`config.mk`:
```
export PLATFORM = sky130hd
export DESIGN_NAME = mem_arbiter
export DESIGN_NICKNAME = d
export VERILOG_FILES = /design/src/rtl/mem_arbiter.sv
export SDC_FILE = /design/constraint.sdc
export NUM_CORES = 1
export LEC_CHECK = 0
export ABC_AREA = 1
export ABC_CLOCK_PERIOD_IN_PS = 910
export BUFFER_PORTS_ARGS = -buffer_cell sky130_fd_sc_hd__buf_4
export CAP_MARGIN = 20
export CORE_AREA = 5 5 353 355
export CTS_BUF_LIST = sky130_fd_sc_hd__clkbuf_16
export DETAILED_ROUTE_END_ITERATION = 10
export DIE_AREA = 0 0 358 360
export HOLD_SLACK_MARGIN = 0.1
export SYNTH_ARGS = -nofsm -noshare
export SYNTH_HDL_FRONTEND = slang
export SYNTH_SLANG_ARGS = --single-unit
```
`constraint.sdc`:
```
create_clock -name clk -period 0.91 [get_ports clk]
set_input_delay 0.091 -clock clk [delete_from_list [all_inputs] [get_ports clk]]
set_output_delay 0.091 -clock clk [all_outputs]
set_load 0.01 [all_outputs]
```
`src/rtl/mem_arbiter.sv`:
```
// Two-requester (icache/dcache) arbiter sharing a single main-memory port.
// One transaction in flight; ties alternate against the previous grant.
module mem_arbiter #(
   parameter int MEM_ADDR_BITS = 28,
   parameter int RESP_BEATS    = 4
) (
   input  logic                     clk,
   input  logic                     reset,
   input  logic                     ic_req_valid,
   output logic                     ic_req_ready,
   input  logic [MEM_ADDR_BITS-1:0] ic_req_addr,
   input  logic                     ic_req_rw,
   input  logic                     ic_req_data_valid,
   output logic                     ic_req_data_ready,
   input  logic [127:0]             ic_req_data_bits,
   input  logic [15:0]              ic_req_data_mask,
   output logic                     ic_resp_valid,
   output logic [127:0]             ic_resp_data,
   input  logic                     dc_req_valid,
   output logic                     dc_req_ready,
   input  logic [MEM_ADDR_BITS-1:0] dc_req_addr,
   input  logic                     dc_req_rw,
   input  logic                     dc_req_data_valid,
   output logic                     dc_req_data_ready,
   input  logic [127:0]             dc_req_data_bits,
   input  logic [15:0]              dc_req_data_mask,
   output logic                     dc_resp_valid,
   output logic [127:0]             dc_resp_data,
   output logic                     mem_req_valid,
   input  logic                     mem_req_ready,
   output logic                     mem_req_rw,
   output logic [MEM_ADDR_BITS-1:0] mem_req_addr,
   output logic                     mem_req_data_valid,
   input  logic                     mem_req_data_ready,
   output logic [127:0]             mem_req_data_bits,
   output logic [15:0]              mem_req_data_mask,
   input  logic                     mem_resp_valid,
   input  logic [127:0]             mem_resp_data
);

   localparam logic [1:0] IDLE  = 2'd0;
   localparam logic [1:0] ADDR  = 2'd1;
   localparam logic [1:0] WDATA = 2'd2;
   localparam logic [1:0] RDATA = 2'd3;

   localparam logic OWN_IC = 1'b0;
   localparam logic OWN_DC = 1'b1;

   localparam int CNT_W = (RESP_BEATS > 1) ? $clog2(RESP_BEATS) : 1;
   localparam logic [CNT_W-1:0] LAST_BEAT = CNT_W'(RESP_BEATS - 1);

   logic [1:0]       state_q, state_d;
   logic             owner_q, owner_d;
   logic             last_grant_q, last_grant_d;
   logic [CNT_W-1:0] beat_q, beat_d;

   logic                     own_valid_s;
   logic                     own_rw_s;
   logic [MEM_ADDR_BITS-1:0] own_addr_s;
   logic                     own_data_valid_s;
   logic [127:0]             own_data_bits_s;
   logic [15:0]              own_data_mask_s;
   logic                     grant_s;

   assign own_valid_s      = (owner_q == OWN_DC) ? dc_req_valid      : ic_req_valid;
   assign own_rw_s         = (owner_q == OWN_DC) ? dc_req_rw         : ic_req_rw;
   assign own_addr_s       = (owner_q == OWN_DC) ? dc_req_addr       : ic_req_addr;
   assign own_data_valid_s = (owner_q == OWN_DC) ? dc_req_data_valid : ic_req_data_valid;
   assign own_data_bits_s  = (owner_q == OWN_DC) ? dc_req_data_bits  : ic_req_data_bits;
   assign own_data_mask_s  = (owner_q == OWN_DC) ? dc_req_data_mask  : ic_req_data_mask;

   assign ic_resp_data = mem_resp_data;
   assign dc_resp_data = mem_resp_data;

   // Grant choice in IDLE: a lone requester wins, a tie goes against last_grant
   always_comb begin
      if (dc_req_valid && !ic_req_valid) begin
         grant_s = OWN_DC;
      end else if (ic_req_valid && !dc_req_valid) begin
         grant_s = OWN_IC;
      end else begin
         grant_s = ~last_grant_q;
      end
   end

   // Next-state logic for the transaction FSM, owner, fairness and beat count
   always_comb begin
      state_d      = state_q;
      owner_d      = owner_q;
      last_grant_d = last_grant_q;
      beat_d       = beat_q;
      case (state_q)
         IDLE: begin
            if (ic_req_valid || dc_req_valid) begin
               owner_d      = grant_s;
               last_grant_d = grant_s;
               state_d      = ADDR;
            end else begin
               state_d = IDLE;
            end
         end
         ADDR: begin
            if (!own_valid_s) begin
               state_d = IDLE;
            end else if (mem_req_ready) begin
               state_d = own_rw_s ? WDATA : RDATA;
               beat_d  = '0;
            end else begin
               state_d = ADDR;
            end
         end
         WDATA: begin
            if (own_data_valid_s && mem_req_data_ready) begin
               state_d = IDLE;
            end else begin
               state_d = WDATA;
            end
         end
         RDATA: begin
            if (mem_resp_valid) begin
               if (beat_q == LAST_BEAT) begin
                  beat_d  = '0;
                  state_d = IDLE;
               end else begin
                  beat_d = beat_q + CNT_W'(1);
               end
            end else begin
               state_d = RDATA;
            end
         end
         default: begin
            state_d = IDLE;
         end
      endcase
   end

   // Port steering: memory side mirrors the owner only in the matching phase
   always_comb begin
      ic_req_ready       = 1'b0;
      dc_req_ready       = 1'b0;
      ic_req_data_ready  = 1'b0;
      dc_req_data_ready  = 1'b0;
      ic_resp_valid      = 1'b0;
      dc_resp_valid      = 1'b0;
      mem_req_valid      = 1'b0;
      mem_req_rw         = 1'b0;
      mem_req_addr       = '0;
      mem_req_data_valid = 1'b0;
      mem_req_data_bits  = 128'd0;
      mem_req_data_mask  = 16'd0;
      case (state_q)
         ADDR: begin
            mem_req_valid = own_valid_s;
            mem_req_rw    = own_rw_s;
            mem_req_addr  = own_addr_s;
            if (owner_q == OWN_DC) begin
               dc_req_ready = mem_req_ready;
            end else begin
               ic_req_ready = mem_req_ready;
            end
         end
         WDATA: begin
            mem_req_data_valid = own_data_valid_s;
            mem_req_data_bits  = own_data_bits_s;
            mem_req_data_mask  = own_data_mask_s;
            if (owner_q == OWN_DC) begin
               dc_req_data_ready = mem_req_data_ready;
            end else begin
               ic_req_data_ready = mem_req_data_ready;
            end
         end
         RDATA: begin
            if (owner_q == OWN_DC) begin
               dc_resp_valid = mem_resp_valid;
            end else begin
               ic_resp_valid = mem_resp_valid;
            end
         end
         default: begin
            mem_req_valid = 1'b0;
         end
      endcase
   end

   // State registers; reset abandons any in-flight transaction
   always_ff @(posedge clk) begin
      if (reset) begin
         state_q      <= IDLE;
         owner_q      <= OWN_IC;
         last_grant_q <= OWN_IC;
         beat_q       <= '0;
      end else begin
         state_q      <= state_d;
         owner_q      <= owner_d;
         last_grant_q <= last_grant_d;
         beat_q       <= beat_d;
      end
   end

endmodule

```
==> results of run 1 <==
-- how the worst min path moves through the flow --
stage | to | slack (ps) | cells past startpoint | start
global placement | dc_resp_data[78] | 180 | 0 | mem_resp_data[78]
finish | state_q[0]$_SDFFE_PP0P_ | 160 | 4 | reset
global route | state_q[0]$_SDFFE_PP0P_ | 170 | 4 | reset
detailed placement | dc_resp_data[78] | 180 | 0 | mem_resp_data[78]
floorplan | beat_q[1]$_SDFFE_PP0P_ | 160 | 1 | reset
CTS | state_q[0]$_SDFFE_PP0P_ | 150 | 4 | reset
-- layer usage --
metal / part of all wire, % / track usage, % / vias to the layer above
met2: 41 / 19.8 / 716
met5: 0.28 / 0.222 / -
met1: 41 / 16.8 / 3432
met4: 0.90 / 0.632 / 16
met3: 16 / 9.57 / 58
li1: - / - / 3257
-- power by group --
| group | leakage, nW | internal [mW] | total (mW) | switching [mW] |
|---|---|---|---|---|
| combinational | 5.34 | 3.74 | 8.00 | 4.27 |
| sequential | 0.0420 | 0.239 | 0.259 | 0.0199 |
| clock | 0.0423 | 0.570 | 0.727 | 0.157 |
-- logic make-up after synthesis --
logic type	Yosys count	share of synthesized area (%)
AOI/OAI and AO/OA	176	23.7
buffers and inverters	327	45.9
adders and majority gates	1	0.236
DFF	5	1.89
and+or+nand+nor	392	28.2
-- critical path: cells and delay by family, from the launching register on --
kind | cells | cell delay (ps)
flip-flops | 1 | 370
AND/OR/NAND/NOR | 1 | 60
AO/OA/AOI/OAI | 1 | 240
buffers and inverters | 4 | 670
-- what timing repair did --
item,in CTS,in global routing
setup buffers,25,1
pin swaps,43,68
cloned,19,12
endpoints found under the setup margin,186,186
gates resized for setup,283,227
endpoints found under the hold margin,2,0
hold buffers,1,0
-- flip-flops by register name (all words and copies together), names as in the netlist --
register	count
beat_q	2
last_grant_q	1
state_q	2
-- metrics by stage --
stage          util [%]  instance area [sq um]
2_1_floorplan         -                   5570
3_3_place_gp       8.12                   9830
3_5_place_dp       8.12                   9830
4_1_cts            9.73                  11800
5_1_grt            10.8                  13100
6_report           10.8                  13100
-- cell usage in the layout (no fill, tap or decap), drive strengths merged --
cell / synthesis / layout
inv: 13 / 15
nor2: 14 / 14
a21oi: 176 / 176
dlygate4sd3: 0 / 1
dfxtp: 5 / 5
clkbuf: 2 / 14
nor3: 5 / 5
diode: 0 / 6
ha: 1 / 1
clkinv: 0 / 3
nand2: 366 / 366
nand3: 7 / 7
bufbuf: 0 / 1
buf: 312 / 625
-- final cells by class --
class	count	share of cell area (%)
clock buffers	3	0.574
diodes	6	0.115
clock inverters	1	0.0287
flip-flops and latches	5	0.804
multi-input cells	569	32.4
well taps	1625	15.5
repair buffers	638	49.2
repair inverters	4	0.670
inverters	13	0.698
==> metrics.yaml, run 1 <==
status: "complete, but fails checks"
violations: "setup timing"
finalNetCount: 1718
relSlewSlack_pct: 82.0
drt-initial-drc-count: 377
clock_latency_ps: 230
cts_buffers: 3
htree_num_levels: 1
cts-root-buf: "clkbuf_16"
yosysSeqAreaShare_pct: 1.89
async_flop_share_pct: 0
rows: 128
yosysMostFrequentCell: "nand2_1"
synth_seq_cells: 5
synth.largest_area_cell: "buf_4"
netlist_area_sq_um: 5310
first_pass_iters: 5
drive_gt1_share_pct: 79.2
fp.dieH_microns: 360
crit_end: "mem_req_data_bits[99]"
clkSlewWorstSetupHoldPaths_ps: 40
cts_max_path_buffers: 2
crit_slowest_cell: "dfxtp_4"
die_area_sq_um: 129000
detail-route-antenna-nets: 0
antenna_found_initial: 16
finalClockSkew_ps: 3.20
multiInputGateArea_sq_um: 4230
worstMarginPinSlew_ps: 270
p_leak_nw: 5.42
wl_per_cell_microns: 32.8
placed_cells: 2798
final-hold-violation-count: 0
pin_count: 920
path_cells: "buf_12 > buf_12 > clkbuf_16 > nand2_4 > a21oi_4 > buf_6"
ys_warn_count: 0
core_area_sq_um: 121000
synth_area_per_cell_sq_um: 5.89
grt_pass1_vias: 7655
synth-edff-count: 0
fillers: 14100
setup_viol: 186
r2r-end: "state_q[1]$_SDFFE_PP0P_"
drt_wl_total_microns: 93800
die_w_microns: 358
fmax_mhz: 600
regArea_sq_um: 105
critPathMaxFanout: 6
cap_violations: 0
ys.flop_type: "dfxtp_1"
synthDistinctLibCells: 18
setup_ws_ps: -756
worstSetupPathType: "reg2out"
crit-reg2reg-launch: "last_grant_q$_SDFFE_PP0P_"
dp_hpwl_microns: 81600
place.gp.congestion: 0.911
clock_sink_count: 5
synth_top_area_share_pct: 38.5
critPathLaunch: "last_grant_q$_SDFFE_PP0P_"
synthTopCellsByCount: "nand2_1, buf_4, a21oi_2"
start_kind: "flop"
p_per_area_nw_per_um2: 687
grt_start_max_net_pins: 26
r2r_cells: 10
stdcell_count: 2864
critical_path.max_stage_delay_ps: 370
syn_inst: 901
yosys-top-cells-area: "buf_4, nand2_1, a21oi_2"
post-route-drc-count: 0
fin_crit_sh_pct: 183
peakVddDrop_uv: 516
grt_pass1_wl_microns: 108000
hold_class: "in2reg"
initial_utilization_pct: 4.38
cts_tree: "yes"
crit_path_frequent_cell: "buf_12"
dr_total_vias: 7479
cp.required_ps: 820
area_growth_pct: 146
via_per_inst: 2.61
hold_slack_ps: 158
syn_nets: 1385
fin_setup_tns_ps: -124290
r2r_slack_ps: -540
rsz0062_at_grt: "true"
critPathArrivalTime_ps: 1580
grt_overflow_total: 0
period_minus_slack_ps: 1670
pre_cts_ws_ps: -737
total_power_mw: 8.99
io_buffers: 535
maxSlewViolCount: 0
cp-end-kind: "output port"
gr-usage-all-layers_pct: 13.5
Power figures use the tool's default switching activity.
==> inputs of run 2 (changes only) <==
--- a/config.mk
+++ b/config.mk
@@ -11,8 +11,10 @@
 export CAP_MARGIN = 20
 export CORE_AREA = 5 5 353 355
 export CTS_BUF_LIST = sky130_fd_sc_hd__clkbuf_16
+export CTS_CLUSTER_SIZE = 8
 export DETAILED_ROUTE_END_ITERATION = 10
 export DIE_AREA = 0 0 358 360
+export GPL_TIMING_DRIVEN = 0
 export HOLD_SLACK_MARGIN = 0.1
 export SYNTH_ARGS = -nofsm -noshare
 export SYNTH_HDL_FRONTEND = slang
==> run 2 against run 1 <==
  * The run still ends with setup timing left
  * Critical endpoint is now mem_req_data_bits[79]
  * Critical path type unchanged
  * Global-route usage rose by 0.086 points
  * Design area rose by 30%
  * Sequential share of layout area down 0.19 points
  * Non-clock buffer count increased by 515
  * Power grew 25%
  * Clock-buffer cell count unchanged
  * Final cell count grew 18%
  * Die area unchanged
  * Routed wire length is 1.7% higher
  * Clock skew down 2.1 ps
  * Critical path depth increased by 1
  * Worst setup slack got worse by 120 ps
  * Largest power group unchanged
==> metrics.yaml, run 2 (same netlist as run 1, synthesis figures left out) <==
status: "complete, but fails checks"  # unchanged
violations: "setup timing"  # unchanged
setup_viol: 186  # unchanged
detail-route-antenna-nets: 0  # unchanged
initial_utilization_pct: 4.38  # unchanged
cts_max_path_buffers: 2  # unchanged
clkSlewWorstSetupHoldPaths_ps: 30  # was 40 ps
place.gp.congestion: 0.858  # was 0.911
critPathArrivalTime_ps: 1690  # was 1580 ps
relSlewSlack_pct: 80.8  # was 82.0%
layout_commonest_cell: "buf_4"  # unchanged
start_kind: "flop"  # unchanged
io_buffers: 791  # was 535
cts_tree: "yes"  # unchanged
groute.layer.met3.usage_pct: 3.69  # was 9.57%
total_power_mw: 11.3  # was 8.99 mW
p_per_area_nw_per_um2: 666  # was 687 nW/um^2
placed_cells: 3317  # was 2798
finalClockSkew_ps: 1.09  # was 3.20 ps
dp_hpwl_microns: 85500  # was 81600 microns
fp.dieH_microns: 360  # unchanged
clock_latency_ps: 230  # about the same
die_area_sq_um: 129000  # unchanged
htree_num_levels: 1  # unchanged
grt_pass1_wl_microns: 113000  # was 108000 microns
cts_buffers: 3  # unchanged
finalNetCount: 2229  # was 1718
area_growth_pct: 219  # was 146%
grt-busiest-layer: "met2"  # unchanged
hold_class: "in2reg"  # unchanged
grt_start_max_net_pins: 11  # was 26
grt_overflow_total: 0  # unchanged
cap_violations: 0  # unchanged
gr-usage-all-layers_pct: 13.6  # was 13.5%
cp-end-kind: "output port"  # unchanged
first_pass_iters: 4  # was 5
wl_per_cell_microns: 28.2  # was 32.8 microns
rsz0062_at_grt: "true"  # unchanged
layout_common_cells: "buf_4, nand2_1, buf_6, a21oi_2, nand2_2"  # unchanged
grt_pass1_vias: 9648  # was 7655
worstMarginPinSlew_ps: 288  # was 270 ps
top_regs: "beat_q (2), state_q (2), last_grant_q (1)"  # unchanged
maxSlewViolCount: 0  # unchanged
fillers: 13900  # was 14100
cp.required_ps: 820  # about the same
rows: 128  # unchanged
pre_cts_ws_ps: -1090  # was -737 ps
drt-initial-drc-count: 395  # was 377
peakVddDrop_uv: 851  # was 516 uV
p_leak_nw: 7.80  # was 5.42 nW
critPathMaxFanout: 8  # was 6
cts-root-buf: "clkbuf_16"  # unchanged
drt_wl_total_microns: 95400  # was 93800 microns
grt_use_met1_pct: 18.6  # was 16.8%
final-hold-violation-count: 0  # unchanged
hold_slack_ps: 140  # was 158 ps
period_minus_slack_ps: 1780  # was 1670 ps
post-route-drc-count: 0  # unchanged
setup_ws_ps: -875  # was -756 ps
via_per_inst: 2.77  # was 2.61
antenna_found_initial: 22  # was 16
dr_total_vias: 9370  # was 7479
drive_gt1_share_pct: 86.1  # was 79.2%
fin_setup_tns_ps: -143000  # was -124290 ps
core_area_sq_um: 121000  # unchanged
die_w_microns: 358  # unchanged
stdcell_count: 3378  # was 2864
grt.met2_usage_pct: 22.3  # was 19.8%
fmax_mhz: 560  # was 600 MHz
clock_sink_count: 5  # unchanged
pin_count: 920  # unchanged
fin_crit_sh_pct: 196  # was 183%
worstSetupPathType: "reg2out"  # unchanged
[run 2: cell types whose count changed in the layout (fill, tap and decap cells not counted), moves of 4 or more]
cell,change
clkbuf_16,-6
buf_6,+38
a21oi_4,+10
a21oi_2,-5
nand2_1,-5
buf_16,-8
buf_8,+12
a21oi_1,-5
nand2_4,+4
buf_4,+480
[run 2: metrics by stage]
step	util [%]	instance area, sq um
2_1_floorplan	-	5570
3_3_place_gp	11.2	13500
3_5_place_dp	11.2	13500
4_1_cts	13.3	16100
5_1_grt	14.0	16900
6_report	14.0	16900
[run 2: where the power goes]
group / total (mW) / internal [mW] / switching (mW)
Combinational: 10.3 / 5.05 / 5.24
Sequential: 0.261 / 0.241 / 0.0202
Clock: 0.732 / 0.571 / 0.161
[run 2: repair_timing]
action,CTS,global route
hold buffers,1,0
hold endpoints to repair,2,0
gates resized for setup,455,177
buffers inserted,21,12
gates cloned,15,5
setup endpoints to repair,186,186
pin swaps,66,62
[run 2: path summary, 6_finish.rpt]
kind / depth (start not counted) / slack (ps) / startpoint / to
hold / removal: 3 / 140 / dc_req_valid / last_grant_q$_SDFFE_PP0P_
setup / recovery: 7 / -870 / last_grant_q$_SDFFE_PP0P_ / mem_req_data_bits[79]
hold reg to reg: 2 / 500 / beat_q[1]$_SDFFE_PP0P_ / beat_q[1]$_SDFFE_PP0P_
setup reg to reg: 11 / -530 / last_grant_q$_SDFFE_PP0P_ / state_q[0]$_SDFFE_PP0P_
[run 2: routing by layer]
metal | vias to the layer above | share of wire [%]
met1 | 4480 | 45
met2 | 535 | 45
li1 | 4281 | -
met3 | 64 | 8.0
met4 | 10 | 1.6
met5 | - | 0.065
[run 2: cell type report]
type	instances	area (sq um)	area share [%]
diodes	9	22.5	0.133
clock inverters	1	3.75	0.0222
repair buffers	840	7370	43.5
multi-input cells	569	4390	25.9
plain buffers	313	2870	16.9
inverters	13	80.1	0.473
clock buffers	3	75.1	0.443
flip-flops and latches	5	104	0.613
well taps	1625	2030	12.0
[run 2: worst max-delay path, stage by stage, from the launching register on]
cell	delay, ps
dfxtp_2	340
buf_12	180
buf_16	200
buf_4	150
buf_16	110
nand2_1	70
a21oi_2	200
buf_4	160
